## config.mk

```make
export PLATFORM = sky130hd
export DESIGN_NAME = sdram_port_scheduler_flat
export DESIGN_NICKNAME = d
export VERILOG_FILES = /design/src/rtl/sdram_sched_pkg.sv /design/src/rtl/sdram_port_scheduler_if.sv /design/src/rtl/sdram_channel_seq.sv /design/src/rtl/sdram_port_scheduler.sv /design/src/flat_wrapper.sv
export SDC_FILE = /design/constraint.sdc
export NUM_CORES = 1
export LEC_CHECK = 0
export ABC_AREA = 1
export BUFFER_PORTS_ARGS = -buffer_cell sky130_fd_sc_hd__buf_2
export CAP_MARGIN = 20
export CORE_MARGIN = 2
export CORE_UTILIZATION = 65
export CTS_CLUSTER_DIAMETER = 200
export DETAILED_ROUTE_END_ITERATION = 10
export GPL_TIMING_DRIVEN = 0
export PLACE_DENSITY = 0.85
export SYNTH_ARGS = -nofsm -noshare
export SYNTH_HDL_FRONTEND = slang
export SYNTH_SLANG_ARGS = --single-unit
```

## constraint.sdc

```tcl
create_clock -name Clock -period 4.1 [get_ports Clock]
set_clock_uncertainty 0.05 [all_clocks]
set_input_delay 0.615 -clock Clock [delete_from_list [all_inputs] [get_ports Clock]]
set_output_delay 0.615 -clock Clock [all_outputs]
set_load 0.01 [all_outputs]
```

## src/rtl/sdram_sched_pkg.sv

```systemverilog
// Shared types for the SDRAM port scheduler: channel state codes and owner encoding.
// No logic; types only.
// Imported by the channel sequencer and the top level.
package sdram_sched_pkg;

    // Channel state codes, also exported on Wr_state / Rd_state.
    typedef enum logic [2:0] {
        ST_STREAM = 3'd0,
        ST_DRAIN  = 3'd1,
        ST_LOAD   = 3'd2,
        ST_SETTLE = 3'd3,
        ST_NIOS   = 3'd4
    } chan_state_t;

    // Owner of a channel; also the value driven on the data mux selects.
    typedef enum logic {
        OWN_STREAM = 1'b0,
        OWN_NIOS   = 1'b1
    } owner_t;

endpackage

```

## src/rtl/sdram_port_scheduler_if.sv

```systemverilog
// Bundle of request, strobe and FIFO-control signals around the SDRAM port scheduler.
// No logic; wiring only.
// master = requester/stream side driving the scheduler, slave = the scheduler itself.
interface sdram_port_scheduler_if;
    logic       Nios_wr_req;
    logic       Nios_rd_req;
    logic       Frame_start;
    logic       LCD_vblank;
    logic       Cam_wr_en;
    logic       LCD_rd_en;
    logic       Nios_wr_en;
    logic       Nios_rd_en;
    logic       SDRAM_write_en;
    logic       SDRAM_read_en;
    logic       SDRAM_wr_src;
    logic       SDRAM_rd_src;
    logic       SDRAM_WR_Load;
    logic       SDRAM_RD_Load;
    logic       Wr_grant;
    logic       Rd_grant;
    logic [2:0] Wr_state;
    logic [2:0] Rd_state;

    modport master (
        output Nios_wr_req, Nios_rd_req, Frame_start, LCD_vblank,
               Cam_wr_en, LCD_rd_en, Nios_wr_en, Nios_rd_en,
        input  SDRAM_write_en, SDRAM_read_en, SDRAM_wr_src, SDRAM_rd_src,
               SDRAM_WR_Load, SDRAM_RD_Load, Wr_grant, Rd_grant, Wr_state, Rd_state
    );

    modport slave (
        input  Nios_wr_req, Nios_rd_req, Frame_start, LCD_vblank,
               Cam_wr_en, LCD_rd_en, Nios_wr_en, Nios_rd_en,
        output SDRAM_write_en, SDRAM_read_en, SDRAM_wr_src, SDRAM_rd_src,
               SDRAM_WR_Load, SDRAM_RD_Load, Wr_grant, Rd_grant, Wr_state, Rd_state
    );
endinterface

```

## src/rtl/sdram_channel_seq.sv

```systemverilog
// One FIFO channel's ownership sequencer: STREAM/DRAIN/LOAD/SETTLE/NIOS with load pulse and settle delay.
// Latency: boundary (or request drop in NIOS) to new owner enabled = 1 + LOAD_CYCLES + SETTLE_CYCLES cycles.
// No backpressure: strobes outside the owner's pass states are dropped; SDRAM_SCHED_TIMEOUT_EN bounds the DRAIN wait.
module sdram_channel_seq
    import sdram_sched_pkg::*;
#(
    parameter int LOAD_CYCLES    = 4,
    parameter int SETTLE_CYCLES  = 1048575,
    parameter int CNT_W          = 20,
    parameter int TIMEOUT_CYCLES = 2097151
) (
    input  logic       Clock,
    input  logic       Resetn,
    input  logic       req,
    input  logic       boundary,
    input  logic       stream_en,
    input  logic       nios_en,
    output logic       gated_en,
    output logic       src,
    output logic       load,
    output logic       grant,
    output logic [2:0] state_code
);

    localparam logic [CNT_W-1:0] LOAD_LAST   = CNT_W'(LOAD_CYCLES - 1);
    localparam logic [CNT_W-1:0] SETTLE_LAST = CNT_W'(SETTLE_CYCLES - 1);
    localparam logic [CNT_W-1:0] CNT_ONE     = CNT_W'(1);

    // Phase lengths of zero would make the counter compare unreachable.
    if (LOAD_CYCLES < 1 || SETTLE_CYCLES < 1 || TIMEOUT_CYCLES < 1) begin : g_param_check
        $error("sdram_channel_seq: phase lengths must be >= 1");
    end

    chan_state_t      state;
    owner_t           tgt;
    logic [CNT_W-1:0] cnt;
    logic             drain_expired;

`ifdef SDRAM_SCHED_TIMEOUT_EN
    localparam logic [CNT_W-1:0] TIMEOUT_LAST = CNT_W'(TIMEOUT_CYCLES - 1);
    assign drain_expired = (cnt == TIMEOUT_LAST);
`else
    assign drain_expired = 1'b0;
`endif

    assign state_code = state;

    // Ownership FSM; counter restarts on every state entry, outputs registered alongside the state.
    always_ff @(posedge Clock or negedge Resetn) begin
        if (!Resetn) begin
            state <= ST_LOAD;
            tgt   <= OWN_STREAM;
            cnt   <= '0;
            load  <= 1'b1;
            src   <= 1'b0;
            grant <= 1'b0;
        end else begin
            case (state)
                ST_STREAM: begin
                    if (req) begin
                        state <= ST_DRAIN;
                        tgt   <= OWN_NIOS;
                        cnt   <= '0;
                    end
                end
                ST_DRAIN: begin
                    // A dropped request beats a boundary seen on the same edge.
                    if (!req) begin
                        state <= ST_STREAM;
                        tgt   <= OWN_STREAM;
                        cnt   <= '0;
                    end else if (boundary || drain_expired) begin
                        state <= ST_LOAD;
                        cnt   <= '0;
                        load  <= 1'b1;
                        src   <= (tgt == OWN_NIOS);
                    end else begin
`ifdef SDRAM_SCHED_TIMEOUT_EN
                        cnt <= cnt + CNT_ONE;
`endif
                    end
                end
                ST_LOAD: begin
                    if (cnt == LOAD_LAST) begin
                        state <= ST_SETTLE;
                        cnt   <= '0;
                        load  <= 1'b0;
                    end else begin
                        cnt <= cnt + CNT_ONE;
                    end
                end
                ST_SETTLE: begin
                    // Request level is not consulted here; the switch always completes.
                    if (cnt == SETTLE_LAST) begin
                        cnt <= '0;
                        if (tgt == OWN_NIOS) begin
                            state <= ST_NIOS;
                            grant <= 1'b1;
                        end else begin
                            state <= ST_STREAM;
                        end
                    end else begin
                        cnt <= cnt + CNT_ONE;
                    end
                end
                ST_NIOS: begin
                    // Handing back to the stream needs no boundary: the stream FIFO is reloaded anyway.
                    if (!req) begin
                        state <= ST_LOAD;
                        tgt   <= OWN_STREAM;
                        cnt   <= '0;
                        load  <= 1'b1;
                        src   <= 1'b0;
                        grant <= 1'b0;
                    end
                end
                default: begin
                    state <= ST_LOAD;
                    tgt   <= OWN_STREAM;
                    cnt   <= '0;
                    load  <= 1'b1;
                    src   <= 1'b0;
                    grant <= 1'b0;
                end
            endcase
        end
    end

    // Pass only the current owner's strobe; everything is blocked during LOAD/SETTLE.
    always_comb begin
        gated_en = 1'b0;
        case (state)
            ST_STREAM, ST_DRAIN: gated_en = stream_en;
            ST_NIOS:             gated_en = nios_en;
            default:             gated_en = 1'b0;
        endcase
    end

endmodule

```

## src/rtl/sdram_port_scheduler.sv

```systemverilog
// Sequences ownership of the shared SDRAM frame-buffer FIFOs between camera/LCD streams and Nios (option: SDRAM_SCHED_TIMEOUT_EN).
// Latency: owner switch completes 1 + LOAD_CYCLES + SETTLE_CYCLES cycles after the boundary; enables are combinational.
// No backpressure: strobes arriving while a channel is switching are dropped, not queued.
module sdram_port_scheduler
    import sdram_sched_pkg::*;
#(
    parameter int LOAD_CYCLES    = 4,
    parameter int SETTLE_CYCLES  = 1048575,
    parameter int CNT_W          = 20,
    parameter int TIMEOUT_CYCLES = 2097151
) (
    input  logic                   Clock,
    input  logic                   Resetn,
    sdram_port_scheduler_if.slave  bus
);

    logic vblank_q;
    logic vblank_rise;

    // Remember last LCD_vblank so the read boundary is the start of blanking, not its level.
    always_ff @(posedge Clock or negedge Resetn) begin
        if (!Resetn) begin
            vblank_q <= 1'b0;
        end else begin
            vblank_q <= bus.LCD_vblank;
        end
    end

    assign vblank_rise = bus.LCD_vblank & ~vblank_q;

    sdram_channel_seq #(
        .LOAD_CYCLES    (LOAD_CYCLES),
        .SETTLE_CYCLES  (SETTLE_CYCLES),
        .CNT_W          (CNT_W),
        .TIMEOUT_CYCLES (TIMEOUT_CYCLES)
    ) u_wr_seq (
        .Clock      (Clock),
        .Resetn     (Resetn),
        .req        (bus.Nios_wr_req),
        .boundary   (bus.Frame_start),
        .stream_en  (bus.Cam_wr_en),
        .nios_en    (bus.Nios_wr_en),
        .gated_en   (bus.SDRAM_write_en),
        .src        (bus.SDRAM_wr_src),
        .load       (bus.SDRAM_WR_Load),
        .grant      (bus.Wr_grant),
        .state_code (bus.Wr_state)
    );

    sdram_channel_seq #(
        .LOAD_CYCLES    (LOAD_CYCLES),
        .SETTLE_CYCLES  (SETTLE_CYCLES),
        .CNT_W          (CNT_W),
        .TIMEOUT_CYCLES (TIMEOUT_CYCLES)
    ) u_rd_seq (
        .Clock      (Clock),
        .Resetn     (Resetn),
        .req        (bus.Nios_rd_req),
        .boundary   (vblank_rise),
        .stream_en  (bus.LCD_rd_en),
        .nios_en    (bus.Nios_rd_en),
        .gated_en   (bus.SDRAM_read_en),
        .src        (bus.SDRAM_rd_src),
        .load       (bus.SDRAM_RD_Load),
        .grant      (bus.Rd_grant),
        .state_code (bus.Rd_state)
    );

endmodule

```

## src/flat_wrapper.sv

```systemverilog
// flat-port wrapper written by rule: the top's interface ports become plain ports
module sdram_port_scheduler_flat import sdram_sched_pkg::*;
#(
    parameter int LOAD_CYCLES    = 4,
    parameter int SETTLE_CYCLES  = 1048575,
    parameter int CNT_W          = 20,
    parameter int TIMEOUT_CYCLES = 2097151
)
  (Clock, Resetn, bus_Nios_wr_req, bus_Nios_rd_req, bus_Frame_start, bus_LCD_vblank, bus_Cam_wr_en, bus_LCD_rd_en, bus_Nios_wr_en, bus_Nios_rd_en, bus_SDRAM_write_en, bus_SDRAM_read_en, bus_SDRAM_wr_src, bus_SDRAM_rd_src, bus_SDRAM_WR_Load, bus_SDRAM_RD_Load, bus_Wr_grant, bus_Rd_grant, bus_Wr_state, bus_Rd_state);
  sdram_port_scheduler_if bus_i ();
  input  logic Clock;
  input  logic Resetn;
  input wire logic [$bits(bus_i.Nios_wr_req)-1:0] bus_Nios_wr_req;
  input wire logic [$bits(bus_i.Nios_rd_req)-1:0] bus_Nios_rd_req;
  input wire logic [$bits(bus_i.Frame_start)-1:0] bus_Frame_start;
  input wire logic [$bits(bus_i.LCD_vblank)-1:0] bus_LCD_vblank;
  input wire logic [$bits(bus_i.Cam_wr_en)-1:0] bus_Cam_wr_en;
  input wire logic [$bits(bus_i.LCD_rd_en)-1:0] bus_LCD_rd_en;
  input wire logic [$bits(bus_i.Nios_wr_en)-1:0] bus_Nios_wr_en;
  input wire logic [$bits(bus_i.Nios_rd_en)-1:0] bus_Nios_rd_en;
  output wire logic [$bits(bus_i.SDRAM_write_en)-1:0] bus_SDRAM_write_en;
  output wire logic [$bits(bus_i.SDRAM_read_en)-1:0] bus_SDRAM_read_en;
  output wire logic [$bits(bus_i.SDRAM_wr_src)-1:0] bus_SDRAM_wr_src;
  output wire logic [$bits(bus_i.SDRAM_rd_src)-1:0] bus_SDRAM_rd_src;
  output wire logic [$bits(bus_i.SDRAM_WR_Load)-1:0] bus_SDRAM_WR_Load;
  output wire logic [$bits(bus_i.SDRAM_RD_Load)-1:0] bus_SDRAM_RD_Load;
  output wire logic [$bits(bus_i.Wr_grant)-1:0] bus_Wr_grant;
  output wire logic [$bits(bus_i.Rd_grant)-1:0] bus_Rd_grant;
  output wire logic [$bits(bus_i.Wr_state)-1:0] bus_Wr_state;
  output wire logic [$bits(bus_i.Rd_state)-1:0] bus_Rd_state;
  assign bus_i.Nios_wr_req = bus_Nios_wr_req;
  assign bus_i.Nios_rd_req = bus_Nios_rd_req;
  assign bus_i.Frame_start = bus_Frame_start;
  assign bus_i.LCD_vblank = bus_LCD_vblank;
  assign bus_i.Cam_wr_en = bus_Cam_wr_en;
  assign bus_i.LCD_rd_en = bus_LCD_rd_en;
  assign bus_i.Nios_wr_en = bus_Nios_wr_en;
  assign bus_i.Nios_rd_en = bus_Nios_rd_en;
  assign bus_SDRAM_write_en = bus_i.SDRAM_write_en;
  assign bus_SDRAM_read_en = bus_i.SDRAM_read_en;
  assign bus_SDRAM_wr_src = bus_i.SDRAM_wr_src;
  assign bus_SDRAM_rd_src = bus_i.SDRAM_rd_src;
  assign bus_SDRAM_WR_Load = bus_i.SDRAM_WR_Load;
  assign bus_SDRAM_RD_Load = bus_i.SDRAM_RD_Load;
  assign bus_Wr_grant = bus_i.Wr_grant;
  assign bus_Rd_grant = bus_i.Rd_grant;
  assign bus_Wr_state = bus_i.Wr_state;
  assign bus_Rd_state = bus_i.Rd_state;
  sdram_port_scheduler #(.LOAD_CYCLES(LOAD_CYCLES), .SETTLE_CYCLES(SETTLE_CYCLES), .CNT_W(CNT_W), .TIMEOUT_CYCLES(TIMEOUT_CYCLES)) u_core (.Clock(Clock), .Resetn(Resetn), .bus(bus_i));
endmodule
```

Word-level counts from Yosys, hierarchy flattened --
Index checks and enable logic that the tools add are counted.
Operators by class: $add $sub $neg 2, equal/unequal tests 30, muxes and demuxes 60, bitwise logic cells 10, reduce and logical (&&, ||, !) cells 26
Operators by type and width (number):
- 20-bit two-way mux | 12
- 20-bit one-hot mux with 5 select lines | 2
- 3-bit two-way mux | 14
- 20-bit by 1-bit adder with 20-bit output, second input constant | 2
- 20-bit by 2-bit equality test with 1-bit output, second input constant | 2
- 20-bit equality test, second input constant | 2
- 2-bit inequality test, second input constant | 16
- 3-bit one-hot mux with 5 select lines | 2
- 1-bit two-way mux | 20
- 5-bit AND reduction | 4
- 1-bit one-hot mux with 3 select lines | 6
- 4-bit AND reduction | 4
- 2-bit OR reduction | 8
- 3-bit by 2-bit equality test with 1-bit output, second input constant | 4
- 3-bit AND reduction | 4
- 3-bit OR reduction | 4
- 1-bit inverter | 9
- 1-bit one-hot mux with 4 select lines | 2
- 3-bit by 1-bit equality test with 1-bit output, second input constant | 2
- 3-bit equality test, second input constant | 2
- 3-bit zero test | 2
- 3-bit inequality test, second input constant | 2
- 1-bit one-hot mux with 2 select lines | 2
- 1-bit bitwise AND | 1
Word-level totals: flip-flop bits (word level) 55, output and inout bits 14

Longest topological paths before layout --
word-level depth 5, depth in mapped cells 11

Hierarchy --
A second synthesis with hierarchy kept.
Unflattened totals: cell total of the unflattened synthesis 538, area total of the unflattened synthesis 3737.3 um2
By module, submodules not included:
- sdram_channel_seq (u_core.u_wr_seq) | instances 1, cells an instance 271, area an instance 1885.6 um2, sequential area each 678.2 um2
- sdram_channel_seq (u_core.u_rd_seq) | instances 1, cells an instance 264, area an instance 1816.7 um2, sequential area each 678.2 um2
- sdram_port_scheduler | instances 1, cells an instance 3, area an instance 35.0 um2, sequential area each 25.0 um2

Worst setup path after synthesis --
OpenSTA, ideal clock, no wires.
path kind register to output, start point register u_core.u_rd_seq.state[1], in the netlist u_core.u_rd_seq.state_code[1], end point output port bus_SDRAM_read_en, arrival time 909 ps, slack 2526 ps, stages on the path, launching flop included 3, cell sequence dfstp_2 nor2_2 a32o_1
Between the ends: longest elaborated chain between the ends 3, elaborated cells on any way between the ends 5, classes of those cells 2 x eq/ne; 1 x mux; 2 x reduce/logical
RTL lines:
- from (decl) | RTL line sdram_channel_seq.sv:34 | chan_state_t state;
- from (signal assigned) | RTL line sdram_channel_seq.sv:51 | state <= ST_LOAD;
- from (signal assigned) | RTL line sdram_channel_seq.sv:61 | state <= ST_DRAIN;
- from (signal assigned) | RTL line sdram_channel_seq.sv:69 | state <= ST_STREAM;
- 3-bit by 1-bit equality test with 1-bit output / 3-bit zero test (equally long branches) | RTL line sdram_channel_seq.sv:132 | case (state)
- 2-bit OR reduction | RTL line sdram_channel_seq.sv:132
- 1-bit one-hot mux with 2 select lines (*) | RTL line sdram_channel_seq.sv:132
- to (decl) | RTL line flat_wrapper.sv:22 | output wire logic [$bits(bus_i.SDRAM_read_en)-1:0] bus_SDRAM_read_en;
Every way passes the cells marked *; elsewhere a longest branch is shown, timed or not.

Worst setup path after layout --
start point register u_core.u_rd_seq.cnt[0], end point register u_core.u_rd_seq.cnt[2]
Between the ends: longest elaborated chain between the ends 3, elaborated cells on any way between the ends 6, classes of those cells 1 x add/sub; 2 x eq/ne; 3 x mux
RTL lines:
- from (decl) | RTL line sdram_channel_seq.sv:36 | logic [CNT_W-1:0] cnt;
- from (signal assigned) | RTL line sdram_channel_seq.sv:89 | cnt <= cnt + CNT_ONE;
- from (signal assigned) | RTL line sdram_channel_seq.sv:103 | cnt <= cnt + CNT_ONE;
- 20-bit by 1-bit adder with 20-bit output, or another cell as far along | RTL line sdram_channel_seq.sv:89, sdram_channel_seq.sv:103
- 20-bit two-way mux (on tied branches) | RTL line sdram_channel_seq.sv:94, sdram_channel_seq.sv:84
- 20-bit one-hot mux with 5 select lines (*) | RTL line sdram_channel_seq.sv:58 | case (state)
Marks and branches as above. A chain may end at the register's enable or synchronous reset.

==> flow_summary.json <==
{
  "tightest_slew_ns": 0.6327,
  "wirelength_um": 8801,
  "die_x_um": 79.26,
  "htree_num_levels": 2,
  "max-cap-violations": 0,
  "fp.dieH_um": 79.26,
  "grt_use_total_pct": 30.78,
  "final_cell_mix": "nand2_1 (155), nor2_1 (94), nand3_1 (60), inv_1 (55), dfrtp_1 (51)",
  "route.detailed.drc": 0,
  "cts_resized": 0,
  "insertion_delay_ns": 0.32,
  "final_area_sq_mm": 0.003993,
  "maxSlewHeadroom_pct": 57.82,
  "max_stage_delay_ns": 0.43,
  "grt_overflow_total": 0,
  "crit_type": "reg -> reg",
  "coreArea_sq_mm": 0.005473,
  "io_pins": 24,
  "gp_congestion": 0.9637,
  "total_leakage_power_uw": 0.002001,
  "syn_area_per_cell_sq_um": 6.829,
  "area_growth_pct": 8.464,
  "syn_area_sq_mm": 0.003681,
  "place_ws_ns": 2.127,
  "drive_gt1_share_pct": 12.61,
  "cts-hold-fix-buffers": 0,
  "routed-via-count": 3575,
  "num_rows": 27,
  "yosysTopAreaCell": "dfrtp_1",
  "dpl.hpwl_um": 6717,
  "path_cells": "inv_1, ha_1, nand2_1, nor2_1, nand2_1, nor2_1, nand2_1, nand2_1, nand3_2, inv_2, nor2_1",
  "ys_seq_elements": 55,
  "status": "finished clean",
  "ant_nets": 0,
  "hold_class": "in -> async",
  "grt_pass1_vias": 3441,
  "ys_seq_area_share_pct": 37.53,
  "dieArea_sq_mm": 0.006281,
  "cts_buffers": 5,
  "finalHoldViolations": 0,
  "dpl_cell_area_sq_mm": 0.003906,
  "numClockSinks": 55,
  "fin_ws_ns": 2.075,
  "cts.reportedPaths.clkPinSlew_ns": 0.11,
  "grt_max_degree": 31,
  "finalMaxSlewViolations": 0,
  "port_buffers": 23,
  "wl_per_cell_um": 13.69,
  "peakVddDrop_mv": 0.1542,
  "firstDrtPassIters": 6,
  "antenna_found_initial": 0,
  "syn_inst": 539,
  "synthDominantCellAreaShare_pct": 34.67,
  "drtIter0Drc": 174,
  "crit_slowest_cell": "dfrtp_1",
  "finalNetCount": 584,
  "post-cts-setup-buffers": 0,
  "holdWs_ns": 0.2598,
  "cts_buffer_depth": 2,
  "tns_ns": 0,
  "rsz0062_at_grt": "false",
  "cts_tree": "built",
  "fin_crit_sh_pct": 49.39,
  "power_density_mw_per_mm2": 219.4,
  "max_freq_mhz": 493.9,
  "min_period_ns": 2.025,
  "final_common_cell": "nand2_1",
  "synth_fp_nets": 553,
  "finalSetupViolCount": 0,
  "crit_fanout": 9,
  "cts_root_buf": "clkbuf_8",
  "end_kind": "flip-flop",
  "routed_via_density": 5.560,
  "ys_top_cells_by_area": "dfrtp_1 (35%), nand2_1 (16%), nor2_1 (9.6%)",
  "grt_pass1_wl_um": 15290,
  "cpMostUsedCell": "nand2_1",
  "initial_core_util_pct": 67.26,
  "total_power_uw": 876.2,
  "required_ns": 4.24,
  "synth.distinct_cells": 31,
  "antennaDiodeCount": 0,
  "start_kind": "flip-flop",
  "synth-warning-count": 0,
  "cp.arrival_ns": 2.17
}
[cell type report]
cell class | instances | area (sq um)
Buffer | 7 | 52.55
Clock buffer | 6 | 72.57
Clock inverter | 2 | 13.76
Fill cell | 457 | 1480
Inverter | 60 | 225.2
Multi-Input combinational cell | 417 | 2022
Sequential cell | 55 | 1381
Tap cell | 72 | 90.09
Timing Repair Buffer | 24 | 135.1
[synthesized netlist by cell type]
| cell type | count |
|---|---|
| a21o_1 | 1 |
| a21oi_1 | 2 |
| a31oi_1 | 2 |
| a32o_1 | 2 |
| and2_1 | 1 |
| buf_2 | 3 |
| buf_4 | 2 |
| buf_6 | 2 |
| dfrtp_1 | 51 |
| dfstp_2 | 4 |
| ha_1 | 4 |
| inv_1 | 55 |
| inv_2 | 5 |
| nand2_1 | 155 |
| nand2_2 | 4 |
| nand2_4 | 2 |
| nand3_1 | 60 |
| nand3_2 | 5 |
| nand3b_1 | 1 |
| nand4_1 | 26 |
| nor2_1 | 94 |
| nor2_2 | 9 |
| nor2_4 | 2 |
| nor2_8 | 2 |
| nor3_1 | 7 |
| o21ai_0 | 15 |
| o21ai_1 | 3 |
| o21bai_1 | 5 |
| o221ai_1 | 1 |
| or2_4 | 1 |
| xor2_1 | 13 |
[metal layers]
| metal | wire, um | GRT usage (%) | vias up |
|---|---|---|---|
| met1 | 3825 | 38.16 | 1640 |
| met2 | 4388 | 53.47 | 102 |
| met3 | 342 | 4.091 | 24 |
| li1 | - | - | 1809 |
| met5 | 0 | 0 | - |
| met4 | 246 | 13.79 | 0 |
[cells by family (layout without fill, tap and decap cells)]
| family | after synthesis | after routing | synth area share (%) |
|---|---|---|---|
| fa+ha+maj | 4 | 4 | 1.360 |
| flops | 55 | 55 | 37.53 |
| buf+inv | 67 | 99 | 7.546 |
| simple gates | 369 | 369 | 45.41 |
| compound gates | 31 | 31 | 5.065 |
| xor+xnor | 13 | 13 | 3.093 |
[power by group]
| group | switching (uW) | internal [uW] |
|---|---|---|
| combinational | 16.9 | 6.92 |
| sequential | 1.91 | 544 |
| clock | 185 | 121 |
| total | 204 | 672 |
[flip-flops by register name (all words and copies together), names as in the netlist]
register / count
u_core.u_wr_seq.grant: 1
u_core.vblank_q: 1
u_core.u_rd_seq.grant: 1
u_core.u_wr_seq.tgt: 1
u_core.u_wr_seq.cnt: 20
u_core.u_rd_seq.load: 1
u_core.u_wr_seq.src: 1
u_core.u_rd_seq.tgt: 1
u_core.u_wr_seq.load: 1
u_core.u_rd_seq.src: 1
u_core.u_wr_seq.state_code: 3
u_core.u_rd_seq.cnt: 20
u_core.u_rd_seq.state_code: 3
[critical path: cells and delay by family (launching register included)]
kind          cells  cell delay, ns
flops             1            0.43
simple gates      8            0.80
buf+inv           2            0.39
fa+ha+maj         1            0.23
[path summary, 6_finish.rpt]
kind / slack [ns] / depth (start not counted) / startpoint / endpoint
setup / recovery: 2.08 / 11 / u_core.u_rd_seq.cnt[0] / u_core.u_rd_seq.cnt[2]
hold / removal: 0.26 / 1 / Resetn / u_core.u_rd_seq.cnt[14]
setup reg to reg: 2.08 / 11 / u_core.u_rd_seq.cnt[0] / u_core.u_rd_seq.cnt[2]
hold reg to reg: 0.42 / 2 / u_core.u_rd_seq.load / u_core.u_rd_seq.load
max in group asynchronous: 3.08 / 2 / Resetn / u_core.u_rd_seq.load
min in group Clock: 0.37 / 1 / bus_LCD_vblank / u_core.vblank_q
[stage by stage]
step | util (%) | cells
floorplan | - | 539
global placement | 71.01 | 634
detailed placement | 71.38 | 635
CTS | 72.95 | 643
global route | 72.95 | 643
finish | 72.95 | 643
No activity file was read; power rests on OpenSTA's default activity.
